--- src/rtl/ddr_tt_pkg.sv ---
// ---------------------------------------------------------------------------
// ddr_tt_pkg
// Shared types and helpers for the DDR lane tester.
//   mode_e      : pattern selection (counter, PRBS7, walking-one, alternating)
//   state_e     : run-control states of the tester
//   PRBS7_SEED  : reload value of the PRBS7 register
//   prbs7_adv() : steps a PRBS7 register by nbits and returns the new register
//                 plus the produced bits, first bit in the MSB of the nbits
//                 window (bits[nbits-1]), right-aligned in a MAX_W field.
// ---------------------------------------------------------------------------
package ddr_tt_pkg;

    localparam int MAX_W = 16;
    localparam logic [6:0] PRBS7_SEED = 7'h7F;

    typedef enum logic [1:0] {
        MODE_CNT   = 2'd0,
        MODE_PRBS7 = 2'd1,
        MODE_WALK  = 2'd2,
        MODE_ALT   = 2'd3
    } mode_e;

    typedef enum logic [1:0] {
        ST_IDLE  = 2'd0,
        ST_RUN   = 2'd1,
        ST_DRAIN = 2'd2,
        ST_DONE  = 2'd3
    } state_e;

    typedef struct packed {
        logic [6:0]       state;
        logic [MAX_W-1:0] bits;
    } prbs7_res_t;

    // x^7 + x^6 + 1: the feedback bit is both the shifted-in bit and the
    // output bit, so a word is simply the last nbits feedback values.
    function automatic prbs7_res_t prbs7_adv(input logic [6:0] state, input int nbits);
        prbs7_res_t res;
        logic       fb;
        res.state = state;
        res.bits  = '0;
        for (int i = 0; i < MAX_W; i++) begin
            if (i < nbits) begin
                fb        = res.state[6] ^ res.state[5];
                res.state = {res.state[5:0], fb};
                res.bits  = {res.bits[MAX_W-2:0], fb};
            end
        end
        return res;
    endfunction

endpackage

--- src/rtl/ddr_pattern_gen.sv ---
// ---------------------------------------------------------------------------
// ddr_pattern_gen
// Produces the word pair g(2n) / g(2n+1) for the current pair index n.
// Used once as the transmit source and once as the receive reference.
//   clk, rst_n : clock and synchronous active-low reset
//   load       : restart the sequence at n = 0
//   adv        : step to the next pair (two words)
//   mode       : pattern selection
//   rise, fall : g(2n) and g(2n+1)
// ---------------------------------------------------------------------------
module ddr_pattern_gen
    import ddr_tt_pkg::*;
#(
    parameter int WIDTH = 8
) (
    input  logic             clk,
    input  logic             rst_n,
    input  logic             load,
    input  logic             adv,
    input  mode_e            mode,
    output logic [WIDTH-1:0] rise,
    output logic [WIDTH-1:0] fall
);

    logic [WIDTH-1:0] cnt_q;     // word index k = 2n, modulo 2^WIDTH
    logic [WIDTH-1:0] walk_q;    // one-hot at position 2n mod WIDTH
    logic [WIDTH-1:0] walk_1;    // one-hot at position 2n+1 mod WIDTH
    logic [WIDTH-1:0] alt_word;
    logic [6:0]       lfsr_q;
    prbs7_res_t       p_rise;
    prbs7_res_t       p_fall;
    logic             unused_bits;

    assign p_rise      = prbs7_adv(lfsr_q, WIDTH);
    assign p_fall      = prbs7_adv(p_rise.state, WIDTH);
    assign walk_1      = {walk_q[WIDTH-2:0], walk_q[WIDTH-1]};
    assign unused_bits = ^{p_rise.bits, p_fall.bits};

    // NOTE: sequential state uses non-blocking assignments so every register
    // samples pre-edge values regardless of statement order.
    always_ff @(posedge clk) begin
        if (!rst_n || load) begin
            cnt_q  <= '0;
            walk_q <= WIDTH'(1);
            lfsr_q <= PRBS7_SEED;
        end else if (adv) begin
            cnt_q  <= cnt_q + WIDTH'(2);
            walk_q <= {walk_1[WIDTH-2:0], walk_1[WIDTH-1]};
            lfsr_q <= p_fall.state;
        end
    end

    // NOTE: every output of this block gets a default first, so no path
    // through the case can leave a latch behind.
    always_comb begin
        alt_word = '0;
        for (int i = 0; i < WIDTH; i += 2) alt_word[i] = 1'b1;
        rise = '0;
        fall = '0;
        case (mode)
            MODE_CNT: begin
                rise = cnt_q;
                fall = cnt_q + WIDTH'(1);
            end
            MODE_PRBS7: begin
                rise = p_rise.bits[WIDTH-1:0];
                fall = p_fall.bits[WIDTH-1:0];
            end
            MODE_WALK: begin
                rise = walk_q;
                fall = walk_1;
            end
            default: begin
                rise = alt_word;
                fall = ~alt_word;
            end
        endcase
    end

endmodule

--- src/rtl/ddr_lane_tester.sv ---
// ---------------------------------------------------------------------------
// ddr_lane_tester
// DDR throughput pattern generator and loopback checker.
//   clk, rst_n          : clock, synchronous active-low reset
//   ena                 : clock enable; low freezes everything
//   start, mode, len    : run request (accepted in IDLE or DONE only)
//   tx_rise/fall/valid  : pair towards the DDR output cell
//   rx_rise/fall/valid  : pair captured back from the pads
//   busy, done          : RUN|DRAIN, DONE
//   timeout, overrun    : sticky drain timeout / surplus rx pair
//   err_count, err_bits : saturating word-error count, sticky bit-error OR
//   pair_count          : rx pairs checked
// ---------------------------------------------------------------------------
module ddr_lane_tester
    import ddr_tt_pkg::*;
#(
    parameter int WIDTH = 8,
    parameter int CNT_W = 16,
    parameter int ERR_W = 12,
    parameter int TO_W  = 6
) (
    input  logic             clk,
    input  logic             rst_n,
    input  logic             ena,
    input  logic             start,
    input  logic [1:0]       mode,
    input  logic [CNT_W-1:0] len,
    output logic [WIDTH-1:0] tx_rise,
    output logic [WIDTH-1:0] tx_fall,
    output logic             tx_valid,
    input  logic [WIDTH-1:0] rx_rise,
    input  logic [WIDTH-1:0] rx_fall,
    input  logic             rx_valid,
    output logic             busy,
    output logic             done,
    output logic             timeout,
    output logic             overrun,
    output logic [ERR_W-1:0] err_count,
    output logic [WIDTH-1:0] err_bits,
    output logic [CNT_W-1:0] pair_count
);

    state_e           state_q, state_d;
    mode_e            mode_q;
    logic [CNT_W-1:0] len_q;
    logic [CNT_W-1:0] tx_cnt_q;
    logic [TO_W-1:0]  to_cnt_q;
    logic [WIDTH-1:0] gen_rise, gen_fall, ref_rise, ref_fall;
    logic             start_ok, active, rx_take, rx_over;
    logic             tx_last, drain_done, drain_expired;
    logic [1:0]       word_errs;
    logic [ERR_W:0]   err_sum;

    assign start_ok      = ena && start && (state_q == ST_IDLE || state_q == ST_DONE);
    assign active        = (state_q == ST_RUN) || (state_q == ST_DRAIN);
    assign rx_take       = ena && rx_valid && active && (pair_count != len_q);
    assign rx_over       = ena && rx_valid && active && (pair_count == len_q);
    assign tx_last       = (tx_cnt_q + CNT_W'(1)) == len_q;
    assign drain_done    = pair_count == len_q;
    assign drain_expired = &to_cnt_q;

    ddr_pattern_gen #(.WIDTH(WIDTH)) u_tx_gen (
        .clk   (clk),
        .rst_n (rst_n),
        .load  (start_ok),
        .adv   (ena && state_q == ST_RUN),
        .mode  (mode_q),
        .rise  (gen_rise),
        .fall  (gen_fall)
    );

    // Reference advances only on accepted rx pairs, so loopback latency
    // does not matter.
    ddr_pattern_gen #(.WIDTH(WIDTH)) u_rx_ref (
        .clk   (clk),
        .rst_n (rst_n),
        .load  (start_ok),
        .adv   (rx_take),
        .mode  (mode_q),
        .rise  (ref_rise),
        .fall  (ref_fall)
    );

    // State register.
    always_ff @(posedge clk) begin
        if (!rst_n) state_q <= ST_IDLE;
        else        state_q <= state_d;
    end

    // Next-state logic.
    always_comb begin
        state_d = state_q;
        if (ena) begin
            case (state_q)
                ST_IDLE, ST_DONE: if (start) state_d = (len == '0) ? ST_DONE : ST_RUN;
                ST_RUN:           if (tx_last) state_d = ST_DRAIN;
                default:          if (drain_done || drain_expired) state_d = ST_DONE;
            endcase
        end
    end

    // Outputs decoded from state; tx words are zero outside RUN.
    always_comb begin
        tx_valid = (state_q == ST_RUN);
        busy     = active;
        done     = (state_q == ST_DONE);
        tx_rise  = tx_valid ? gen_rise : '0;
        tx_fall  = tx_valid ? gen_fall : '0;
    end

    // Two words per pair, so the error count can climb by two per cycle.
    always_comb begin
        word_errs = {1'b0, rx_rise != ref_rise} + {1'b0, rx_fall != ref_fall};
        err_sum   = {1'b0, err_count} + (ERR_W + 1)'(word_errs);
    end

    // NOTE: only control and result registers need a reset; there is no
    // storage array here, so everything is cleared and the summary is lost.
    always_ff @(posedge clk) begin
        if (!rst_n) begin
            mode_q     <= MODE_CNT;
            len_q      <= '0;
            tx_cnt_q   <= '0;
            to_cnt_q   <= '0;
            pair_count <= '0;
            err_count  <= '0;
            err_bits   <= '0;
            timeout    <= 1'b0;
            overrun    <= 1'b0;
        end else if (ena) begin
            if (start_ok) begin
                mode_q     <= mode_e'(mode);
                len_q      <= len;
                tx_cnt_q   <= '0;
                to_cnt_q   <= '0;
                pair_count <= '0;
                err_count  <= '0;
                err_bits   <= '0;
                timeout    <= 1'b0;
                overrun    <= 1'b0;
            end else begin
                if (state_q == ST_RUN) tx_cnt_q <= tx_cnt_q + CNT_W'(1);
                if (state_q == ST_DRAIN) begin
                    to_cnt_q <= to_cnt_q + TO_W'(1);
                    if (!drain_done && drain_expired) timeout <= 1'b1;
                end
                if (rx_take) begin
                    pair_count <= pair_count + CNT_W'(1);
                    err_count  <= err_sum[ERR_W] ? '1 : err_sum[ERR_W-1:0];
                    err_bits   <= err_bits | (rx_rise ^ ref_rise) | (rx_fall ^ ref_fall);
                end
                if (rx_over) overrun <= 1'b1;
            end
        end
    end

endmodule

--- config.mk ---
export PLATFORM = sky130hd
export DESIGN_NAME = ddr_lane_tester
export DESIGN_NICKNAME = d
export VERILOG_FILES = /design/src/rtl/ddr_tt_pkg.sv /design/src/rtl/ddr_pattern_gen.sv /design/src/rtl/ddr_lane_tester.sv
export SDC_FILE = /design/constraint.sdc
export NUM_CORES = 1
export LEC_CHECK = 0
export BUFFER_PORTS_ARGS = -buffer_cell sky130_fd_sc_hd__buf_2
export CAP_MARGIN = 10
export CORE_ASPECT_RATIO = 2
export CORE_MARGIN = 3
export CORE_UTILIZATION = 38
export CTS_BUF_LIST = sky130_fd_sc_hd__clkbuf_4 sky130_fd_sc_hd__clkbuf_8 sky130_fd_sc_hd__clkbuf_16
export CTS_CLUSTER_DIAMETER = 80
export DETAILED_ROUTE_END_ITERATION = 10
export GPL_TIMING_DRIVEN = 0
export PLACE_DENSITY = 0.6
export SYNTH_ARGS = -nofsm -noshare
export SYNTH_HDL_FRONTEND = slang
export SYNTH_SLANG_ARGS = --single-unit
--- constraint.sdc ---
create_clock -name clk -period 3.52 [get_ports clk]
set_input_delay 0 -clock clk [delete_from_list [all_inputs] [get_ports clk]]
set_output_delay 0 -clock clk [all_outputs]
set_load 0.01 [all_outputs]
After elaboration in Yosys (flattened, before gate mapping)
Cells that the tools add are included.
{"block": "totals", "register_bits": 126, "in_bits": 39, "output_inout_bits": 57, "wordCells": 132}
{"block": "op_classes", "n_addsub": 9, "eq_ne": 12, "mux": 27, "bitwise_logic": 36, "reduce_logical": 32}
{"cell": "$pmux 8 s3", "n": 4}
{"cell": "$mux 16", "n": 4}
{"cell": "$mux 12", "n": 3}
{"cell": "$add 16x1->16 const B", "n": 2}
{"cell": "$eq 16x16->1", "n": 2}
{"cell": "$mux 8", "n": 4}
{"cell": "$xor 1x1->1", "n": 32}
{"cell": "$add 8x1->8 const B", "n": 2}
{"cell": "$add 8x2->8 const B", "n": 2}
{"cell": "$logic_not 16->1", "n": 1}
{"cell": "$ne 16x16->1", "n": 1}
{"cell": "$ne 8x8->1", "n": 2}
{"cell": "$or 8x8->8", "n": 2}
{"cell": "$xor 8x8->8", "n": 2}
{"cell": "$add 12x2->13", "n": 1}
{"cell": "$mux 6", "n": 2}
{"cell": "$reduce_and 2->1", "n": 5}
{"cell": "$reduce_bool 2->1", "n": 5}
{"cell": "$logic_and 1x1->1", "n": 8}
{"cell": "$mux 2", "n": 4}
{"cell": "$add 6x1->6 const B", "n": 1}
{"cell": "$eq 2x2->1 const B", "n": 3}
{"cell": "$reduce_and 6->1", "n": 1}
{"cell": "$mux 1", "n": 5}
{"cell": "other kinds (12)", "n": 18}

Longest topological paths before layout
Gate-level depths: netlist of run 1.
{"block": "logic_depth", "ltp_word": 10, "mapped_depth": 18, "depth_no_buf": 17}

Hierarchy
A second synthesis of run 1 with hierarchy kept.
{"block": "unflattened", "cells_unflattened": 895, "area_unflattened_um2": 7176.9}
{"module": "ddr_lane_tester", "n_inst": 1, "cells_per_inst": 591, "area_each_um2": 4599.4}
{"module": "ddr_pattern_gen", "n_inst": 2, "cells_per_inst": 152, "area_each_um2": 1288.7}

Worst setup path after synthesis of run 1
OpenSTA, ideal clock, no wires.
{"block": "synth_path", "path_kind": "reg-to-reg", "from": "register mode_q[0]", "to": "register err_count[3]", "t_arrival_ns": 3.458, "required_time_ns": 3.372, "slack_ns": -0.086, "stages_incl_launch_ff": 18, "path_cell_list": "dfxtp_1 buf_2 buf_1 a21oi_1 o22ai_1 xor2_1 nand4_1 nor4_1 fa_1 inv_1 ha_1 and4_1 nand2b_1 nor2_1 nor3_1 o21ai_0 a21oi_1 a311oi_1"}
{"block": "synth_between", "elab_chain_len": 8, "elab_cells_between_ends": 12}
{"element": "from (decl)", "line": "ddr_lane_tester.sv:44", "rtl": "mode_e mode_q;"}
{"element": "from (signal assigned)", "line": "ddr_lane_tester.sv:132", "rtl": "mode_q <= mode_e'(mode);"}
{"element": "$eq 2x2->1, or another cell as far along", "line": "ddr_pattern_gen.sv:60", "rtl": "case (mode)"}
{"element": "$pmux 8 s3", "line": "ddr_pattern_gen.sv:60"}
{"element": "$ne 8x8->1", "line": "ddr_lane_tester.sv:113", "rtl": "word_errs = {1'b0, rx_rise != ref_rise} + {1'b0, rx_fall != ref_fall};"}
{"element": "$add 1x1->2 (*)", "line": "ddr_lane_tester.sv:113"}
{"element": "$add 12x2->13 (*)", "line": "ddr_lane_tester.sv:114", "rtl": "err_sum = {1'b0, err_count} + (ERR_W + 1)'(word_errs);"}
{"element": "$mux 12 (*)", "line": "ddr_lane_tester.sv:149", "rtl": "err_count <= err_sum[ERR_W] ? '1 : err_sum[ERR_W-1:0];"}
{"element": "$mux 12 (*)", "line": "ddr_lane_tester.sv:147", "rtl": "if (rx_take) begin"}
{"element": "$mux 12 (*)", "line": "ddr_lane_tester.sv:131", "rtl": "if (start_ok) begin"}
{"element": "to (signal assigned)", "line": "ddr_lane_tester.sv:149"}
{"element": "to (decl)", "line": "ddr_lane_tester.sv:38", "rtl": "output logic [ERR_W-1:0] err_count,"}
Every way passes the cells marked *; elsewhere a longest branch is shown, timed or not. The select of a mux whose other input is x is not followed.
A chain may end at the register's enable or synchronous reset.

Final worst setup path of run 1
{"block": "layout_path", "from": "register u_rx_ref.lfsr_q[3]", "to": "register err_count[10]"}
{"block": "layout_between", "elab_chain_len": 10, "elab_cells_between_ends": 16}
{"element": "from (decl)", "line": "ddr_pattern_gen.sv:29", "rtl": "logic [6:0] lfsr_q;"}
{"element": "from (signal assigned)", "line": "ddr_pattern_gen.sv:49", "rtl": "lfsr_q <= p_fall.state;"}
{"element": "$xor 1x1->1 (3 in series)", "line": "ddr_tt_pkg.sv:44", "rtl": "fb = res.state[6] ^ res.state[5];"}
{"element": "$pmux 8 s3", "line": "ddr_pattern_gen.sv:60"}
{"element": "$ne 8x8->1", "line": "ddr_lane_tester.sv:113"}
{"element": "$add 1x1->2 (*)", "line": "ddr_lane_tester.sv:113"}
{"element": "$add 12x2->13 (*)", "line": "ddr_lane_tester.sv:114"}
{"element": "$mux 12 (*)", "line": "ddr_lane_tester.sv:149"}
{"element": "$mux 12 (*)", "line": "ddr_lane_tester.sv:147"}
{"element": "$mux 12 (*)", "line": "ddr_lane_tester.sv:131"}
Marks and branches as above.

==> results of run 1 <==
kinds of logic (layout without fill, tap and decap cells):
family          count (synthesis)  in the layout
simple gates                  384            384
compound gates                192            192
flops                         124            124
xor+xnor                      109            109
buf+inv                        77            236
mux                            15             15
fa+ha+maj                      11             11
layer usage:
layer  wire length [um]  track usage [%]
met3                693            3.054
met4               1016            11.58
met2              12850            43.76
met1               8482            23.33
met5                  0                0
registers in the layout, indices dropped and copies added, names as in the netlist:
signal	cells
len_q	16
pair_count	16
tx_cnt_q	16
err_count	12
err_bits	8
u_rx_ref.walk_q	8
u_tx_gen.walk_q	8
u_rx_ref.cnt_q	7
u_rx_ref.lfsr_q	7
u_tx_gen.cnt_q	7
u_tx_gen.lfsr_q	7
to_cnt_q	6
mode_q	2
state_q	2
overrun	1
timeout	1
synth_stat cells, types with 2 or more instances:
| cell type | number |
|---|---|
| nand4_1 | 23 |
| nor2b_1 | 11 |
| and2b_2 | 2 |
| o22ai_1 | 10 |
| o21ai_0 | 42 |
| nand2_1 | 141 |
| clkbuf_2 | 3 |
| nand3_1 | 26 |
| and3_1 | 9 |
| nor4_1 | 10 |
| and2_1 | 7 |
| buf_4 | 2 |
| nor4_2 | 2 |
| and4_1 | 6 |
| o211ai_1 | 6 |
| nand3b_1 | 2 |
| nor4b_1 | 4 |
| nor3_1 | 13 |
| ha_1 | 10 |
| xor3_1 | 2 |
| a211oi_1 | 14 |
| buf_2 | 4 |
| dfxtp_1 | 124 |
| buf_6 | 2 |
| inv_1 | 16 |
| nand2b_1 | 8 |
| xor2_1 | 39 |
| and3_2 | 3 |
| clkbuf_1 | 38 |
| a311oi_1 | 7 |
| buf_1 | 10 |
| a21oi_1 | 89 |
| nor2_1 | 107 |
| mux2_2 | 3 |
| o211a_1 | 2 |
| mux2i_1 | 10 |
| xnor2_1 | 68 |
| a22oi_1 | 5 |
power by group through the flow:
stage / sequential, uW / clock, uW / combinational, uW
2_1_floorplan: 1640 / 0 / 965
3_3_place_gp: 1660 / 0 / 1410
3_5_place_dp: 1660 / 0 / 1410
4_1_cts: 1650 / 1720 / 1460
5_1_grt: 1670 / 1780 / 1660
6_report: 1650 / 1700 / 1510
final cells by class:
type                       instances  area (sq um)  area share (%)
timing repair buffer             133         825.8           9.285
inverter                          17         67.56          0.7597
sequential                       124          2496           28.07
tap                              213         266.5           2.997
multi-input combinational        711          4392           49.38
clock buffer                      17         425.4           4.783
buffer                            54         271.5           3.053
clock inverter                    15         148.9           1.674
worst max-delay path by stage:
stage                                  start            end  slack, ns  depth (start not counted)
after global routing      u_rx_ref.lfsr_q[5]  err_count[10]     -0.006                         17
after CTS                 u_rx_ref.lfsr_q[6]  err_count[10]       0.01                         17
after detailed placement           mode_q[0]   err_count[3]      -0.80                         17
after global placement             mode_q[0]   err_count[3]      -0.82                         17
after floorplan                    mode_q[0]   err_count[3]       0.12                         17
final                     u_rx_ref.lfsr_q[3]  err_count[10]       0.14                         16
timing repair:
item / in CTS / in global routing
gates resized for setup: 22 / 29
hold buffers: 26 / 0
pin swaps: 4 / 16
endpoints found under the setup margin: 12 / 11
buffers inserted: 6 / 6
endpoints found under the hold margin: 24 / 0
critical path, stage by stage (launching register included):
cell and delay [ns]:
dfxtp_2 0.37, xnor2_1 0.33, xnor2_2 0.18, a21oi_1 0.10
o22ai_1 0.17, xnor2_1 0.17, nor4_1 0.08, and2_1 0.18
fa_2 0.36, inv_1 0.07, ha_2 0.19, and4_4 0.25
nand2b_4 0.08, or2_2 0.34, nand2_2 0.13, nor3_1 0.06
a211oi_1 0.22
per-stage QoR:
step                power (uW)  instances
floorplan                 2601        912
global placement          3066       1220
detailed placement        3070       1220
CTS                       4824       1278
global route              5105       1284
finish                    4859       1284
==> summary.md, run 1 <==
| Metric | Value |
|---|---|
| Outcome | `completed` |
| Fin crit period | `approximately 3.4 ns` |
| Final setup violation count | `0` |
| Synthesized Nets | `roughly 960` |
| Area leader, netlist | `dfxtp_1` |
| Async SR Flop Fraction | `0%` |
| Hold Startpoint | `rx_rise[5]` |
| Synth area leaders | `dfxtp_1 35%, xnor2_1 8.4%, nand2_1 7.5%` |
| CP Launch Type | `flop` |
| Leak | `~0.0034 uW` |
| Cell variety after synth | `70` |
| Post-synth EDFFs | `0` |
| Design Area, Final | `between 0.008 and 0.009 sq mm` |
| Die width | `approximately 100 um` |
| Initial antenna violation count | `0` |
| Hold Path End | `err_bits[5]` |
| Port bufs | `95` |
| Setup TNS | `0 ns` |
| FP Rows | `69` |
| Root Driver | `clkbuf_16` |
| Maximum Capacitance Violations | `0` |
| Fin. Hold Viols | `0` |
| Ports | `96` |
| Worst R2R End | `err_count[10]` |
| Slew Limit Fails | `0` |
| Internal power | `between 3000 and 4000 uW` |
| Multiplexer area fraction after synthesis | `about 2.3%` |
| H-tree Lvls | `4` |
| Die ar. | `0.02033 sq mm` |
| Layout cells sized above 1 | `a little under 20%` |
| Overflow after GRT | `0` |
| Min-delay worst type | `in -> reg` |
| Peak supply drop | `0.2981 mV` |
| Vias per Instance | `5.449` |
| Synth warn | `0` |
| Ant diodes | `0` |
| Initial DRT Pass Iterations | `5` |
| Hold Crit Depth | `5` |
| Final GP Congestion | `roughly 0.97` |
| CTS Buffer Depth | `2` |
| Final nets | `about 1100` |
| Post-DP HPWL | `about 18 mm` |
| First-pass GRT wire length | `roughly 36 mm` |
| Routed WL per cell | `about 18 um` |
| CP Class | `reg -> reg` |
| Synth Area in Simple Gates | `25.77%` |
| R2R depth | `16` |
| R2R setup slack | `0.14 ns` |
| Sw Pwr | `about 1800 uW` |
| FF-to-FF Start | `u_rx_ref.lfsr_q[3]` |
| Slew @ Worst Pin | `~0.99 ns` |
| Total GRT Usage | `between 20% and 30%` |
| Pwr dens | `546.3 mW/mm^2` |
| Core box area | `about 0.018 sq mm` |
| Worst skew pair latency | `~0.42 ns` |
| Post-Synth Adder-Cell Area | `under 10%` |
| Min setup slack post-route | `about 0.14 ns` |
| Post-synthesis sequential area ratio | `35.19%` |
| DRC Markers | `0` |
| Clock Power Share | `a little over a third` |
| Clk slew on worst S/H paths | `0.07 ns` |
| Switching share of power | `between 30% and 40%` |
| Commonest non-fill, non-tap cell in the layout | `nand2_1` |
| Post-route clock period utilization | `a little over nine tenths` |
| Hold WS | `0.01076 ns` |
| Critical path endpoint category | `flop` |
| Post-Syn Area | `0.007054 sq mm` |
| Post-route antenna net violation count | `0` |
| P&R area growth vs syn | `26.07%` |
| Drt first-iter violations | `around 260` |
| Pre-CTS setup slack | `-0.8018 ns` |
| Clock sinks | `roughly 120` |
| Largest net degree at the start of global routing | `17` |
| Synth Instances | `a little over 900` |
| CP Max Fanout | `6` |
| Placed inst area | `roughly 0.0078 sq mm` |
| Commonest non-fill, non-tap cells in the layout | `139 x nand2_1, 115 x dfxtp_1, 106 x nor2_1, 98 x buf_2, 89 x a21oi_1` |
| Post-layout util | `about 50%` |
| WP data required | `roughly 3.9 ns` |
| Die height | `198.7 um` |
| Synthesized area per cell | `about 7.7 sq um` |
| Total wire length | `about 23 mm` |
| Top cell type's share of synthesized area | `around a third` |
| Vias in the first global route | `6985` |
| Largest family of logic cells by synthesized area | `simple AND/OR/NAND/NOR gates` |
| CTS tree | `built` |
| Slew headroom | `between 30% and 40%` |
| Seq pwr share | `34.0%` |
| Starting Density | `about 39%` |
| Final Skew | `about 0.0074 ns` |
| XOR/XNOR Fraction of Synth Area | `13.96%` |
| Main flop type after synthesis | `dfxtp_1` |
| Fmax | `approximately 300 MHz` |
| Routed vias | `roughly 7000` |
| Fill cell count | `around 1800` |
| CTS buffer count | `17` |
| Critical Path AT | `around 3.7 ns` |
| Comb pwr share | `31.0%` |
| Synth Area in Compound Gates | `between 10% and 20%` |
| #FFs+latches synth | `approximately 120` |
Power figures use the tool's default switching activity.
==> inputs of run 2 (changes only) <==
CORE_MARGIN = 2   (was 3)
==> summary.md, run 2 (synthesis results as in run 1) <==
| Metric | Value |
|---|---|
| R2R setup slack | `0.19 ns (was 0.14 ns)` |
| Outcome | `completed (unchanged)` |
| Clk slew on worst S/H paths | `0.06 ns (was 0.07 ns)` |
| Clock sinks | `124 (unchanged)` |
| Peak supply drop | `0.3230 mV (was 0.2981 mV)` |
| CTS tree | `built (unchanged)` |
| Die width | `100.3 um (was 102.3 um)` |
| FP Rows | `70 (was 69)` |
| Capture point of the critical path | `err_count[5] (was err_count[10])` |
| CP Class | `reg -> reg (unchanged)` |
| Fmax | `299.9 MHz (was 296.2 MHz)` |
| Slew Limit Fails | `0 (unchanged)` |
| Overall power | `4941 uW (was 4859 uW)` |
| CP Max Fanout | `6 (unchanged)` |
| Commonest non-fill, non-tap cell in the layout | `nand2_1 (unchanged)` |
| Worst R2R End | `err_count[5] (was err_count[10])` |
| Routed WL per cell | `18.07 um (was 17.95 um)` |
| Initial antenna violation count | `0 (unchanged)` |
| Worst Setup SP | `u_rx_ref.lfsr_q[5] (was u_rx_ref.lfsr_q[3])` |
| Post-route clock period utilization | `94.74% (was 95.92%)` |
| FF-to-FF Start | `u_rx_ref.lfsr_q[5] (was u_rx_ref.lfsr_q[3])` |
| Total wire length | `23.26 mm (was 23.05 mm)` |
| Ant diodes | `0 (unchanged)` |
| R2R depth | `17 (was 16)` |
| Critical path endpoint category | `flop (unchanged)` |
| P&R area growth vs syn | `26.87% (was 26.07%)` |
| Overflow after GRT | `0 (unchanged)` |
| Post-layout util | `49.13% (was 49.53%)` |
| Die ar. | `0.01974 sq mm (was 0.02033 sq mm)` |
| Final setup violation count | `0 (unchanged)` |
| CP Launch Type | `flop (unchanged)` |
| Ports | `96 (unchanged)` |
| Commonest non-fill, non-tap cells in the layout | `138 x nand2_1, 115 x dfxtp_1, 106 x nor2_1, 98 x buf_2, 87 x a21oi_1 (was 139 x nand2_1, 115 x dfxtp_1, 106 x nor2_1, 98 x buf_2, 89 x a21oi_1)` |
| Maximum Capacitance Violations | `0 (unchanged)` |
| DRC Markers | `0 (unchanged)` |
| Leak | `0.003428 uW (was 0.003396 uW)` |
| Critical Path AT | `3.65 ns (was 3.71 ns)` |
| CTS Buffer Depth | `2 (unchanged)` |
| WP data required | `3.84 ns (was 3.85 ns)` |
| Largest net degree at the start of global routing | `17 (unchanged)` |
| First-pass GRT wire length | `36.07 mm (was 35.92 mm)` |
| Fin. Hold Viols | `0 (unchanged)` |
| Layout cells sized above 1 | `19.79% (was 19.33%)` |
| Setup TNS | `0 ns (unchanged)` |
| Post-DP HPWL | `17.65 mm (was 17.78 mm)` |
| Pwr dens | `552.0 mW/mm^2 (was 546.3 mW/mm^2)` |
| Final Skew | `0.009628 ns (was 0.007406 ns)` |
| Fin crit period | `3.335 ns (was 3.376 ns)` |
| Slew @ Worst Pin | `0.9437 ns (was 0.9900 ns)` |
| Drt first-iter violations | `305 (was 258)` |
| Vias in the first global route | `7051 (was 6985)` |
| Slew headroom | `36.86% (was 33.76%)` |
| H-tree Lvls | `4 (unchanged)` |
| Final nets | `1108 (unchanged)` |
| Total GRT Usage | `23.63% (was 22.88%)` |
| Min-delay worst type | `in -> reg (unchanged)` |
| Hold Crit Depth | `5 (unchanged)` |
| Core box area | `0.01822 sq mm (was 0.01796 sq mm)` |
| Initial DRT Pass Iterations | `5 (unchanged)` |
| CTS buffer count | `17 (unchanged)` |
| Worst skew pair latency | `0.42 ns (about the same)` |
| Root Driver | `clkbuf_16 (unchanged)` |
| Starting Density | `38.72% (was 39.28%)` |
| Final GP Congestion | `0.9093 (was 0.9676)` |
| Die height | `196.7 um (was 198.7 um)` |
| Port bufs | `95 (unchanged)` |
| Routed vias | `6996 (was 6997)` |
| Vias per Instance | `5.436 (was 5.449)` |
| Hold WS | `0.01255 ns (was 0.01076 ns)` |
| Largest regs | `len_q (16), pair_count (16), tx_cnt_q (16) (unchanged)` |
| Post-route antenna net violation count | `0 (unchanged)` |
-- run 2: changes by cell type in the layout (fill, tap and decap cells not counted), sizes merged --
cell | before | now
clkinv | 5 | 7
dlygate4sd3 | 26 | 28
inv | 24 | 18
clkbuf | 55 | 57
buf | 123 | 121
bufinv | 0 | 2
-- run 2: worst max-delay path, cell delays in order, from the launching register on --
cell and delay (ns):
dfxtp_4 0.37, xnor2_2 0.13, buf_4 0.16, xnor2_2 0.13
o21ba_2 0.20, o22ai_2 0.16, xnor2_2 0.16, nor4_2 0.05
and2_1 0.18, fa_2 0.38, inv_1 0.07, ha_2 0.19
and4_4 0.25, nand2b_4 0.09, nor2_4 0.16, nor3_4 0.06
buf_4 0.20, a311oi_1 0.27
-- run 2: area by class of cell --
type / count / area [sq um]
buffer: 54 / 264.0
inverter: 17 / 67.56
clock buffer: 19 / 446.7
fill: 1805 / 9268
sequential: 124 / 2499
tap: 216 / 270.3
timing repair buffer: 133 / 843.3
multi-input combinational: 711 / 4417
clock inverter: 13 / 142.6
-- run 2: repair_timing --
| action | CTS | global route |
|---|---|---|
| buffers inserted | 6 | 4 |
| resized for setup | 24 | 30 |
| endpoints found under the hold margin | 25 | 0 |
| endpoints found under the setup margin | 12 | 10 |
| pin swaps | 4 | 16 |
| hold buffers | 28 | 0 |
-- run 2: report_power, final --
group / switching, uW / internal (uW)
combinational: 938 / 582
sequential: 139 / 1510
clock: 693 / 1070
-- run 2: stage by stage --
| step | setup slack (ns) | instance area, sq um | cells |
|---|---|---|---|
| 3_5_place_dp | -0.8293 | 7805 | 1223 |
| 6_report | 0.1853 | 8950 | 1287 |
| 3_3_place_gp | -0.8428 | 7805 | 1223 |
| 2_1_floorplan | 0.1204 | 7059 | 912 |
| 5_1_grt | -0.001478 | 8950 | 1287 |
| 4_1_cts | 0.009368 | 8775 | 1283 |
-- run 2: worst min-delay path by stage --
stage	startpoint	end	slack [ns]
after floorplan	len[8]	len_q[8]	0.14
after global placement	len[14]	len_q[14]	0.27
after detailed placement	len[11]	len_q[11]	0.26
after CTS	rx_fall[6]	err_bits[6]	0.008
after global routing	rx_fall[5]	err_bits[5]	0.05
final	rx_fall[6]	err_bits[6]	0.01
-- run 2: routing by layer --
metal / vias to the layer above / GRT usage (%) / share of wire (%)
met1: 3289 / 23.12 / 37
met2: 203 / 45.94 / 55
met4: 0 / 12.68 / 5.1
met3: 72 / 3.404 / 2.9
li1: 3432 / - / -
met5: - / 0 / 0
